File: src/rtl/eth_tx_arbiter.sv
// Packet-granular round-robin arbiter: ARP, PING and UDP builders share one MAC TX stream.
// Optional stall watchdog is compiled in when ETH_TX_WDOG_EN is defined.
module eth_tx_arbiter #(
  parameter int DATA_W      = 32,
  parameter int IFG_CYCLES  = 2,
  parameter int WDOG_CYCLES = 4096
) (
  input  logic              clk,
  input  logic              rst,
  input  logic              i_arp_req,
  input  logic [DATA_W-1:0] i_arp_data,
  input  logic              i_arp_sop,
  input  logic              i_arp_eop,
  input  logic              i_arp_vld,
  output logic              o_arp_rdy,
  input  logic              i_ping_req,
  input  logic [DATA_W-1:0] i_ping_data,
  input  logic              i_ping_sop,
  input  logic              i_ping_eop,
  input  logic              i_ping_vld,
  output logic              o_ping_rdy,
  input  logic              i_udp_req,
  input  logic [DATA_W-1:0] i_udp_data,
  input  logic              i_udp_sop,
  input  logic              i_udp_eop,
  input  logic              i_udp_vld,
  output logic              o_udp_rdy,
  output logic [DATA_W-1:0] o_out_data,
  output logic              o_out_sop,
  output logic              o_out_eop,
  output logic              o_out_vld,
  input  logic              i_out_rdy,
  output logic [2:0]        o_grant,
  output logic              o_busy,
  output logic              o_abort
);

  typedef enum logic [1:0] {IDLE, XFER, GAP} state_t;

  localparam int GAP_W = (IFG_CYCLES > 1) ? $clog2(IFG_CYCLES) : 1;

  state_t             state_reg, state_next;
  logic [2:0]         grant_reg, grant_next;
  logic [1:0]         rr_ptr_reg, rr_ptr_next;
  logic [GAP_W-1:0]   gap_cnt_reg, gap_cnt_next;
  logic               abort_reg, abort_next;
  logic               busy_reg;

  logic [2:0]         req_vec, vld_vec, sop_vec, eop_vec, rdy_vec;
  logic [DATA_W-1:0]  data_arr [3];
  logic [DATA_W-1:0]  data_msk [3];
  logic               accept, eop_acc, wdog_hit;
  logic               win_found;
  logic [1:0]         win_idx;
  logic [2:0]         cand;

  assign req_vec     = {i_udp_req, i_ping_req, i_arp_req};
  assign vld_vec     = {i_udp_vld, i_ping_vld, i_arp_vld};
  assign sop_vec     = {i_udp_sop, i_ping_sop, i_arp_sop};
  assign eop_vec     = {i_udp_eop, i_ping_eop, i_arp_eop};
  assign data_arr[0] = i_arp_data;
  assign data_arr[1] = i_ping_data;
  assign data_arr[2] = i_udp_data;

  // Zero-latency datapath: AND-OR mux steered by the registered one-hot grant.
  generate
    for (genvar gi = 0; gi < 3; gi++) begin : g_src
      assign data_msk[gi] = grant_reg[gi] ? data_arr[gi] : '0;
      assign rdy_vec[gi]  = grant_reg[gi] & i_out_rdy;
    end
  endgenerate

  assign o_out_data = data_msk[0] | data_msk[1] | data_msk[2];
  assign o_out_vld  = |(grant_reg & vld_vec);
  assign o_out_sop  = |(grant_reg & sop_vec);
  assign o_out_eop  = |(grant_reg & eop_vec);
  assign o_arp_rdy  = rdy_vec[0];
  assign o_ping_rdy = rdy_vec[1];
  assign o_udp_rdy  = rdy_vec[2];
  assign o_grant    = grant_reg;
  assign o_busy     = busy_reg;
  assign o_abort    = abort_reg;

  assign accept  = o_out_vld & i_out_rdy;
  assign eop_acc = accept & o_out_eop;

`ifdef ETH_TX_WDOG_EN
  localparam int WDOG_W = $clog2(WDOG_CYCLES);
  logic [WDOG_W-1:0] wdog_cnt_reg;

  // Fires on the stall cycle that would bring the count to WDOG_CYCLES-1.
  assign wdog_hit = (state_reg == XFER) && !accept &&
                    (wdog_cnt_reg == WDOG_W'(WDOG_CYCLES - 2));

  always_ff @(posedge clk) begin
    if (rst || state_reg != XFER || accept) begin
      wdog_cnt_reg <= '0;
    end else begin
      wdog_cnt_reg <= wdog_cnt_reg + 1'b1;
    end
  end
`else
  assign wdog_hit = (WDOG_CYCLES < 0);
`endif

  // First requester at or after rr_ptr in cyclic order ARP, PING, UDP.
  always_comb begin
    win_found = 1'b0;
    win_idx   = 2'd0;
    cand      = 3'd0;
    for (int k = 0; k < 3; k++) begin
      cand = {1'b0, rr_ptr_reg} + 3'(k);
      if (cand >= 3'd3) begin
        cand = cand - 3'd3;
      end
      if (!win_found && req_vec[cand[1:0]]) begin
        win_found = 1'b1;
        win_idx   = cand[1:0];
      end
    end
  end

  always_comb begin
    state_next   = state_reg;
    grant_next   = grant_reg;
    rr_ptr_next  = rr_ptr_reg;
    gap_cnt_next = gap_cnt_reg;
    abort_next   = 1'b0;
    case (state_reg)
      IDLE: begin
        if (win_found) begin
          grant_next  = 3'b001 << win_idx;
          rr_ptr_next = (win_idx == 2'd2) ? 2'd0 : win_idx + 2'd1;
          state_next  = XFER;
        end
      end
      XFER: begin
        if (eop_acc || wdog_hit) begin
          grant_next = 3'b000;
          abort_next = wdog_hit;
          if (IFG_CYCLES == 0) begin
            state_next = IDLE;
          end else begin
            state_next   = GAP;
            gap_cnt_next = GAP_W'(IFG_CYCLES - 1);
          end
        end
      end
      GAP: begin
        if (gap_cnt_reg == '0) begin
          state_next = IDLE;
        end else begin
          gap_cnt_next = gap_cnt_reg - 1'b1;
        end
      end
      default: state_next = IDLE;
    endcase
  end

  always_ff @(posedge clk) begin
    if (rst) begin
      state_reg   <= IDLE;
      grant_reg   <= 3'b000;
      rr_ptr_reg  <= 2'd0;
      gap_cnt_reg <= '0;
      abort_reg   <= 1'b0;
      busy_reg    <= 1'b0;
    end else begin
      state_reg   <= state_next;
      grant_reg   <= grant_next;
      rr_ptr_reg  <= rr_ptr_next;
      gap_cnt_reg <= gap_cnt_next;
      abort_reg   <= abort_next;
      busy_reg    <= (state_next != IDLE);
    end
  end

endmodule

File: config.mk
export PLATFORM = sky130hd
export DESIGN_NAME = eth_tx_arbiter
export DESIGN_NICKNAME = d
export VERILOG_FILES = /design/src/rtl/eth_tx_arbiter.sv
export SDC_FILE = /design/constraint.sdc
export NUM_CORES = 1
export LEC_CHECK = 0
export BUFFER_PORTS_ARGS = -buffer_cell sky130_fd_sc_hd__clkbuf_2
export CAP_MARGIN = 20
export CORE_UTILIZATION = 31
export DETAILED_ROUTE_END_ITERATION = 10
export GPL_TIMING_DRIVEN = 0
export PLACE_DENSITY = 0.81
export SETUP_SLACK_MARGIN = 0.05
export SYNTH_ARGS = -nofsm -noshare
export SYNTH_HDL_FRONTEND = slang
export SYNTH_SLANG_ARGS = --single-unit
File: constraint.sdc
create_clock -name clk -period 2.82 [get_ports clk]
set_clock_uncertainty 0.15 [all_clocks]
set_input_delay 0.282 -clock clk [delete_from_list [all_inputs] [get_ports clk]]
set_output_delay 0.282 -clock clk [all_outputs]
set_load 0.05 [all_outputs]
==> results.md, run 1 <==
* Startpoint Class: register
* Crit share post-route at 85.1%
* Top Ports at 154
* RSZ-0062 raised after global routing: no
* Dpl cells at 352
* Gr usage total at 23.6%
* P_sw at 0.00137 W
* Root Buffer: clkbuf_4
* # nets final at 426
* H-tree depth at 1
* CP endpoint kind: primary output
* Crit path from: o_grant[1]
* F_max at 417 MHz
* Worst min path class: input pin to register
* Clock latency on the worst-skew pair at 0.25 ns
* Fraction of layout cells with a size suffix above 1 at 51.9%
* Least-Margin Pin Slew at 0.507 ns
* # rows at 21
* Die width at 62.2 um
* CP required at 2.39 ns
* Most frequent CP cell: clkbuf_1
* Die H at 62.2 um
* Post-CTS setup buffers at 0
* Clock Path Buffers at 2
* Vias in the first global route at 1749
* Pwr/cell area at 1060 nW/um2
* Worst slack, placed at 0.513 ns
* Post-synth EDFFs at 0
* Arrival time worst endpoint at 1.97 ns
* Fin. max-slew vios at 0
* MaxCap Viol Count at 0
* CTS Buf Count at 3
* CTS resizes at 0
* Port bufs at 152
* Die footprint at 3870 um2
* Hold bufs inserted after CTS at 0
* Crit path largest cell delay at 0.46 ns
* Clk network pwr share at 4.6%
* Vias per cell at 5.16
* Syn Nets at 269
* DR DRC count at 0
* CTS clk-pin slew, worst paths at 0.06 ns
* Core area at 3390 um2
* Commonest register cell after synthesis: dfxtp_1
* Via Count at 1838
* Worst vdd ir at 0.467 mV
* Crit Path Category: register to primary output
* Routed length per instance at 12.8 um
* Hold Vio Cnt, Final at 0
* Register area share after synthesis at 16.1%
* Reg-to-reg startpoint: rr_ptr_reg[0]
* Worst slew margin at 66.2%
* Ys async rst share at 0%
* Ys Warns at 0
* Hold_ws at 0.212 ns
* Internal power at 0.000717 W
* Finish-stage setup viols at 0
* CTS sink cnt at 9
* Seq pwr share at 8.9%
* Area growth syn-to-layout at 75.3%
* GP Congestion at 0.892
* # diodes at 0
* Gate power share at 86.4%
* Distinct cells, synth at 34
* Cell Count, Final, Fillers Out at 356
* Post-route worst setup slack at 0.420 ns
* Crit path max fanout at 10
* Worst path cell trace: clkbuf_1 -> clkbuf_1 -> a222oi_1 -> inv_1 -> clkbuf_2
* Total wire length at 4.55 mm
* CTS tree: built
* Largest net degree at the start of global routing at 11
* Hold Path Origin: rst
* 1st-iter DRT viols at 174
* CP max-delay cell: clkbuf_1
* First-pass GRT wire length at 7.57 mm
* Post-Synthesis Cell Area at 1120 um2
* Number of flip-flops in the largest register at 3
* Outcome: finished, final reports clean
* Mean Syn Cell Area at 7.29 um2
* Drt first pass iters at 5
* Mapped Cells at 154
* Setup TNS at 0 ns
* P_leak at 1.25 nW
* Post-route ant nets at 0
* Hpwl dp at 3.78 mm
* GR Overflow Total at 0
* Starting utilization of the core area at 33.1%
* Initial antenna violation count at 0
* Sw Share at 65.7%
* Yosys reg bits at 9
* Final worst path period need at 2.40 ns
==> layout by cell type (no fill, tap or decap), types with 3 or more instances in the layout <==
cell,netlist,final
dfxtp_1,9,9
clkbuf_4,0,3
ha_1,4,4
nand2b_1,6,6
nand2_1,12,12
inv_1,38,38
clkbuf_1,9,10
a21oi_1,7,7
and2_1,3,3
clkbuf_2,0,152
a222oi_1,33,33
==> power by group through the flow <==
stage / sequential, W / combinational (W) / clock, W
final: 0.000187 / 0.00181 / 0.0000970
after global routing: 0.000191 / 0.00193 / 0.000106
after CTS: 0.000187 / 0.00181 / 0.000101
after detailed placement: 0.000189 / 0.00181 / 0
after global placement: 0.000186 / 0.00179 / 0
after floorplan: 0.000243 / 0.00134 / 0
==> synth_stat cells (2+ instances only) <==
cell type  number  area, um2
a21oi_1         7       35.0
a222oi_1       33        330
a22oi_1         2       15.0
and2_1          3       18.8
buf_1           2       7.51
clkbuf_1        9       33.8
clkbuf_8        2       27.5
dfxtp_1         9        180
ha_1            4       50.1
inv_1          38        143
nand2_1        12       45.0
nand2b_1        6       37.5
nand3_1         2       10.0
nand3b_1        2       15.0
nor2_1          2       7.51
o21ai_0         2       10.0
o32ai_1         2       17.5
==> per-layer routing <==
layer | vias to the layer above | GRT usage [%] | part of all wire (%) | wire, um
met3 | 4 | 5.33 | 7.8 | 353
met1 | 821 | 26.0 | 39 | 1800
li1 | 910 | - | - | -
met2 | 103 | 45.2 | 52 | 2360
met4 | 0 | 5.52 | 0.90 | 41
met5 | - | 0 | 0 | 0
==> through the flow <==
| step | cell area (um2) | total power (W) | utilization [%] |
|---|---|---|---|
| global route | 1970 | 0.00223 | 58.0 |
| floorplan | 1120 | 0.00158 | - |
| detailed placement | 1940 | 0.00200 | 57.3 |
| CTS | 1970 | 0.00210 | 58.0 |
| finish | 1970 | 0.00209 | 58.0 |
| global placement | 1940 | 0.00198 | 57.3 |
==> final cells by class <==
| type | instances | area [um2] |
|---|---|---|
| timing repair buffer | 152 | 761 |
| sequential | 9 | 180 |
| tap | 46 | 57.6 |
| fill | 338 | 1420 |
| buffer | 15 | 87.6 |
| multi-input combinational | 92 | 712 |
| clock buffer | 4 | 26.3 |
| inverter | 38 | 143 |
==> worst max-delay path: cells and delay by family, from the launching register on <==
family	cells	cell delay (ns)
buffers and inverters	4	1.22
DFF	1	0.32
AOI/OAI and AO/OA	1	0.17
==> logic make-up (layout without fill, tap and decap cells) <==
group | count (synthesis) | count (layout) | share of synthesized area, %
buffers and inverters | 53 | 209 | 20.5
DFF | 9 | 9 | 16.1
adders and majority gates | 4 | 4 | 4.46
AOI/OAI and AO/OA | 55 | 55 | 43.3
muxes | 1 | 1 | 0.892
other | 1 | 1 | 0.334
and+or+nand+nor | 31 | 31 | 14.5
==> path summary, 6_finish.rpt <==
path                            slack (ns)  cells after the start       endpoint
worst max-delay path                  0.42                      5      o_out_sop
worst min-delay path                  0.21                      3         o_busy
worst max register to register        0.47                      8  rr_ptr_reg[1]
worst min register to register        0.35                      2    gap_cnt_reg
Note: power is estimated with default switching activity, not from simulation.
==> run 2, diff against run 1 <==
--- a/config.mk
+++ b/config.mk
@@ -7,6 +7,7 @@
 export LEC_CHECK = 0
 export BUFFER_PORTS_ARGS = -buffer_cell sky130_fd_sc_hd__clkbuf_2
 export CAP_MARGIN = 20
+export CORE_MARGIN = 2
 export CORE_UTILIZATION = 31
 export DETAILED_ROUTE_END_ITERATION = 10
 export GPL_TIMING_DRIVEN = 0
==> results.md, run 2 (synthesis results as in run 1) <==
* Placed cell area at 1940 um2 (unchanged)
* CTS resizes at 0 (unchanged)
* CTS sink cnt at 9 (unchanged)
* Routed length per instance at 13.4 um (+5.1%)
* Die footprint at 4120 um2 (+6.5%)
* Top cell family by delay on the critical path: buffers and inverters
* Worst slew margin at 65.7% (-0.51 points)
* Largest net degree at the start of global routing at 11 (unchanged)
* Leading cell type in the layout, fill and taps excluded: clkbuf_2
* Clock latency on the worst-skew pair at 0.26 ns (about the same)
* Starting utilization of the core area at 32.9% (-0.25 points)
* Vias in the first global route at 1730 (-1.1%)
* Vias per cell at 5.23 (+1.4%)
* CP Depth at 5 (unchanged)
* Port bufs at 152 (unchanged)
* Hold_ws at 0.200 ns (-0.0117 ns)
* Arrival time worst endpoint at 1.94 ns (-0.03 ns)
* # nets final at 426 (unchanged)
* Worst min path class: input pin to register
* Most frequent cells in the layout: clkbuf_2, inv_1, a222oi_1
* Worst vdd ir at 0.439 mV (-5.9%)
* Hold path depth at 3 (unchanged)
* Sw Share at 65.9% (+0.15 points)
* Most frequent CP cell: clkbuf_1
* Area growth syn-to-layout at 75.3% (unchanged)
* Finish-stage setup viols at 0 (unchanged)
* Routed wl met2 at 2.46 mm (+4.3%)
* F_max at 421 MHz (+1.1%)
* P_sw at 0.00138 W (+0.60%)
* Gate power share at 86.4% (about the same)
* GP Congestion at 0.771 (-14%)
* Seq pwr share at 8.8% (about the same)
* Top Ports at 154 (unchanged)
* Hold bufs inserted after CTS at 0 (unchanged)
* Crit share post-route at 84.2% (-0.91 points)
* WL met1 at 1.79 mm (-0.22%)
* Worst path cell trace: clkbuf_1 -> clkbuf_1 -> a222oi_1 -> inv_1 -> clkbuf_2
* Post-route worst setup slack at 0.446 ns (+0.0256 ns)
* P_leak at 1.25 nW (unchanged)
* CTS clk-pin slew, worst paths at 0.06 ns (about the same)
* Root Buffer: clkbuf_4
* Startpoint Class: register
* Pwr/cell area at 1070 nW/um2 (+0.37%)
* H-tree depth at 1 (unchanged)
* Clk network pwr share at 4.8% (+0.2 points)
* Post-route ant nets at 0 (unchanged)
* Crit Path Category: register to primary output
* Crit path largest cell delay at 0.41 ns (-0.05 ns)
* MaxCap Viol Count at 0 (unchanged)
* CP max-delay cell: clkbuf_1
* Hold Vio Cnt, Final at 0 (unchanged)
* Initial antenna violation count at 0 (unchanged)
* CP bufs+invs at 4 (unchanged)
* Post-CTS setup buffers at 0 (unchanged)
* Hpwl dp at 3.96 mm (+4.7%)
* Finished Cell Area at 1970 um2 (unchanged)
* # diodes at 0 (unchanged)
* FILL cells at 333 (-1.5%)
* RSZ-0062 raised after global routing: no
* Cell Count, Final, Fillers Out at 356 (unchanged)
* Internal power at 0.000716 W (about the same)
* Core area at 3420 um2 (+0.78%)
* Number of flip-flops in the largest register at 3 (unchanged)
* Total wire length at 4.79 mm (+5.1%)
* WL met3 at 481 um (+36%)
* 1st-iter DRT viols at 214 (+23%)
* # rows at 21 (unchanged)
* CTS tree: built
* GR Overflow Total at 0 (unchanged)
* Setup TNS at 0 ns (unchanged)
* First-pass GRT wire length at 7.36 mm (-2.7%)
* Die H at 64.2 um (+3.2%)
* Worst slack, placed at 0.562 ns (+0.0492 ns)
* Gr usage total at 21.8% (-1.9 points)
* Fin. max-slew vios at 0 (unchanged)
* Outcome: finished, final reports clean
* CTS Buf Count at 3 (unchanged)
* Least-Margin Pin Slew at 0.515 ns (+0.00772 ns)
* Clock Path Buffers at 2 (unchanged)
* Crit path max fanout at 10 (unchanged)
* Via Count at 1863 (+1.4%)
* Drt first pass iters at 5 (unchanged)
* Reg2Reg Depth at 8 (unchanged)
* CP endpoint kind: primary output
* Fraction of layout cells with a size suffix above 1 at 51.9% (unchanged)
* CP required at 2.39 ns (about the same)
* Max Used Layer: met4
* Final worst path period need at 2.37 ns (-0.0256 ns)
* Die width at 64.2 um (+3.2%)
* DR DRC count at 0 (unchanged)
* Dpl cells at 352 (unchanged)
## run 2: per-stage QoR
stage	power [W]	util (%)
floorplan	0.00158	-
global placement	0.00198	56.8
detailed placement	0.00200	56.8
CTS	0.00210	57.6
global route	0.00223	57.6
finish	0.00210	57.6
## run 2: power groups by stage
| stage | combinational (W) | sequential, W | clock, W |
|---|---|---|---|
| 3_3_place_gp | 0.00180 | 0.000185 | 0 |
| 6_report | 0.00181 | 0.000185 | 0.000101 |
| 4_1_cts | 0.00182 | 0.000184 | 0.000104 |
| 2_1_floorplan | 0.00134 | 0.000243 | 0 |
| 5_1_grt | 0.00193 | 0.000189 | 0.000113 |
| 3_5_place_dp | 0.00181 | 0.000187 | 0 |
## run 2: worst paths after layout
| kind | start | end | slack [ns] |
|---|---|---|---|
| worst max register to register | rr_ptr_reg[0] | o_grant[1] | 0.53 |
| worst min-delay path | rst | rr_ptr_reg[1] | 0.20 |
| worst min register to register | gap_cnt_reg | gap_cnt_reg | 0.33 |
| worst max-delay path | o_grant[1] | o_out_data[9] | 0.45 |
## run 2: worst min-delay path, delay by kind of cell
family | cells | cell delay [ns]
compound gates | 1 | 0.04
buf+inv | 2 | 0.25
## run 2: cell type report
class	instances	area (um2)	share of cell area, %
clock buffer	4	26.3	1.34
multi-input combinational	92	712	36.2
tap	46	57.6	2.93
timing repair buffer	152	761	38.7
sequential	9	180	9.16
inverter	38	143	7.25
buffer	15	87.6	4.45
## run 2: layer usage
metal / vias up / track usage (%)
li1: 908 / -
met1: 826 / 24.5
met2: 122 / 41.0
met3: 7 / 5.28
met4: 0 / 4.79
met5: - / 0
==> run 3, diff against run 2 <==
==> constraint.sdc (replaced) <==
create_clock -name clk -period 2.3 [get_ports clk]
set_clock_uncertainty 0.15 [all_clocks]
set_input_delay 0.23 -clock clk [delete_from_list [all_inputs] [get_ports clk]]
set_output_delay 0.23 -clock clk [all_outputs]
set_load 0.05 [all_outputs]
==> results.md, run 3 (synthesis results as in run 1) <==
* Outcome: finished, final reports clean
* Worst vdd ir at 0.542 mV (+23%)
* Routed length per instance at 13.8 um (+2.9%)
* Port bufs at 152 (unchanged)
* CP endpoint kind: register
* DR DRC count at 0 (unchanged)
* Core area at 3420 um2 (unchanged)
* Register area at 188 um2 (+4.2%)
* Hold endpoint: rr_ptr_reg[0]
* Setup TNS at 0 ns (unchanged)
* FF-to-FF End: rr_ptr_reg[1]
* Fin. max-slew vios at 0 (unchanged)
* Top cell family by delay on the critical path: compound AO/OA/AOI/OAI gates
* Largest net degree at the start of global routing at 11 (unchanged)
* First-pass GRT wire length at 7.37 mm (about the same)
* CTS clk-pin slew, worst paths at 0.06 ns (about the same)
* Hold Path Origin: rst
* 1st-iter DRT viols at 235 (+9.8%)
* Startpoint Class: register
* Vias per cell at 5.25 (+0.32%)
* Die H at 64.2 um (unchanged)
* Area growth syn-to-layout at 80.2%
* Finish-stage setup viols at 0 (unchanged)
* Worst path cell trace: inv_2 -> ha_2 -> nand2b_1 -> a311o_2 -> o32a_1 -> buf_6 -> or3_4 -> a21oi_2
* Reg2Reg Depth at 8 (unchanged)
* GP Congestion at 0.771 (unchanged)
* P_leak at 1.29 nW (+2.7%)
* # rows at 21 (unchanged)
* GR Overflow Total at 0 (unchanged)
* F_max at 457 MHz
* Gr usage total at 21.8% (unchanged)
* Crit Path Category: register to register
* Number of flip-flops in the largest register at 3 (unchanged)
* Hold Vio Cnt, Final at 0 (unchanged)
* Drt first pass iters at 6 (+1)
* Crit path max fanout at 10 (unchanged)
* # nets final at 426 (unchanged)
* CP max-delay cell: or3_4
* Clock latency on the worst-skew pair at 0.26 ns (about the same)
* Die footprint at 4120 um2 (unchanged)
* FILL cells at 336 (+0.90%)
* Final Util at 59.2% (+1.6 points)
* Crit share post-route at 95.2%
* CP bufs+invs at 2 (-2)
* Fraction of layout cells with a size suffix above 1 at 57.7% (+5.8 points)
* RSZ-0062 raised after global routing: no
* Final worst path period need at 2.19 ns
* Via Count at 1869 (+0.32%)
* Post-route ant nets at 0 (unchanged)
* Pwr/cell area at 1310 nW/um2 (+23%)
* Clock Path Buffers at 2 (unchanged)
* Crit path largest cell delay at 0.40 ns (about the same)
* Worst min path class: input pin to register
* CTS tree: built
* Top Ports at 154 (unchanged)
* CTS Buf Count at 3 (unchanged)
* CP required at 2.35 ns (-0.04 ns)
* MaxCap Viol Count at 0 (unchanged)
* Leading cell type in the layout, fill and taps excluded: clkbuf_2
* Die width at 64.2 um (unchanged)
* Most frequent cells in the layout: clkbuf_2, inv_1, a222oi_1
* H-tree depth at 1 (unchanged)
* # diodes at 0 (unchanged)
* Hpwl dp at 3.96 mm (unchanged)
* Starting utilization of the core area at 32.9% (unchanged)
* Hold path depth at 3 (unchanged)
* Root Buffer: clkbuf_4
* Reg-to-reg startpoint: rr_ptr_reg[0]
* Arrival time worst endpoint at 2.24 ns (+0.30 ns)
* Reg2reg setup slack at 0.11 ns (-0.42 ns)
* CTS sink cnt at 9 (unchanged)
* Vias in the first global route at 1732 (+0.12%)
* Total wire length at 4.92 mm (+2.9%)
* Crit path from: rr_ptr_reg[0]
* Initial antenna violation count at 0 (unchanged)
* Footprint of the multi-input gates at 747 um2 (+4.9%)
[run 3: changes by cell type in the layout (fill, tap and decap cells not counted), moves of 2 or more]
| cell | change |
|---|---|
| a21oi_1 | -2 |
| dfxtp_4 | +2 |
| clkbuf_1 | -8 |
| ha_4 | +2 |
| buf_1 | -2 |
| ha_1 | -3 |
| dfxtp_1 | -2 |
| clkbuf_2 | +10 |
| a21oi_2 | +2 |
[run 3: worst max path at each step]
| stage | endpoint | slack, ns | depth (start not counted) |
|---|---|---|---|
| CTS | o_grant[1] | 0.07 | 8 |
| global placement | o_grant[1] | 0.06 | 8 |
| finish | rr_ptr_reg[1] | 0.11 | 8 |
| floorplan | o_grant[1] | 0.15 | 8 |
| global route | o_grant[1] | 0.04 | 8 |
| detailed placement | rr_ptr_reg[1] | 0.04 | 8 |
[run 3: worst min-delay path: cells and delay by family]
kind                   cells  cell delay [ns]
buffers and inverters      1             0.09
and+or+nand+nor            1             0.12
AOI/OAI and AO/OA          1             0.06
[run 3: metal layers]
| layer | GRT usage, % | up-vias | wire length [um] |
|---|---|---|---|
| met2 | 41.0 | 131 | 2520 |
| met5 | 0 | - | 0 |
| met1 | 24.5 | 822 | 1870 |
| met3 | 5.28 | 7 | 488 |
| met4 | 4.79 | 0 | 50 |
| li1 | - | 909 | - |
[run 3: layout make-up]
class | instances | area share, %
Timing Repair Buffer | 152 | 37.6
Multi-Input combinational cell | 92 | 36.9
Sequential cell | 9 | 9.28
Inverter | 38 | 7.05
Buffer | 15 | 4.95
Tap cell | 46 | 2.85
Clock buffer | 4 | 1.30
[run 3: power by group]
group / internal, W / switching [W] / total (W)
Combinational: 0.000657 / 0.00163 / 0.00229
Sequential: 0.000203 / 0.0000375 / 0.000241
Clock: 0.0000670 / 0.0000580 / 0.000125
Total: 0.000927 / 0.00172 / 0.00265
[run 3: per-stage QoR]
stage / hold slack [ns] / instances / worst slack, ns / area (um2) / power (W)
floorplan: 0.278 / 154 / 0.154 / 1120 / 0.00194
global placement: 0.319 / 352 / 0.0567 / 1940 / 0.00243
detailed placement: 0.319 / 352 / 0.0421 / 1940 / 0.00245
CTS: 0.142 / 356 / 0.0746 / 1970 / 0.00259
global route: 0.129 / 356 / 0.0398 / 2020 / 0.00280
finish: 0.138 / 356 / 0.110 / 2020 / 0.00265
[run 3: what timing repair did]
action	in CTS	in global routing
setup buffers	0	0
endpoints found under the setup margin	32	27
hold buffers	0	0
pin swaps	0	1
resized for setup	5	21
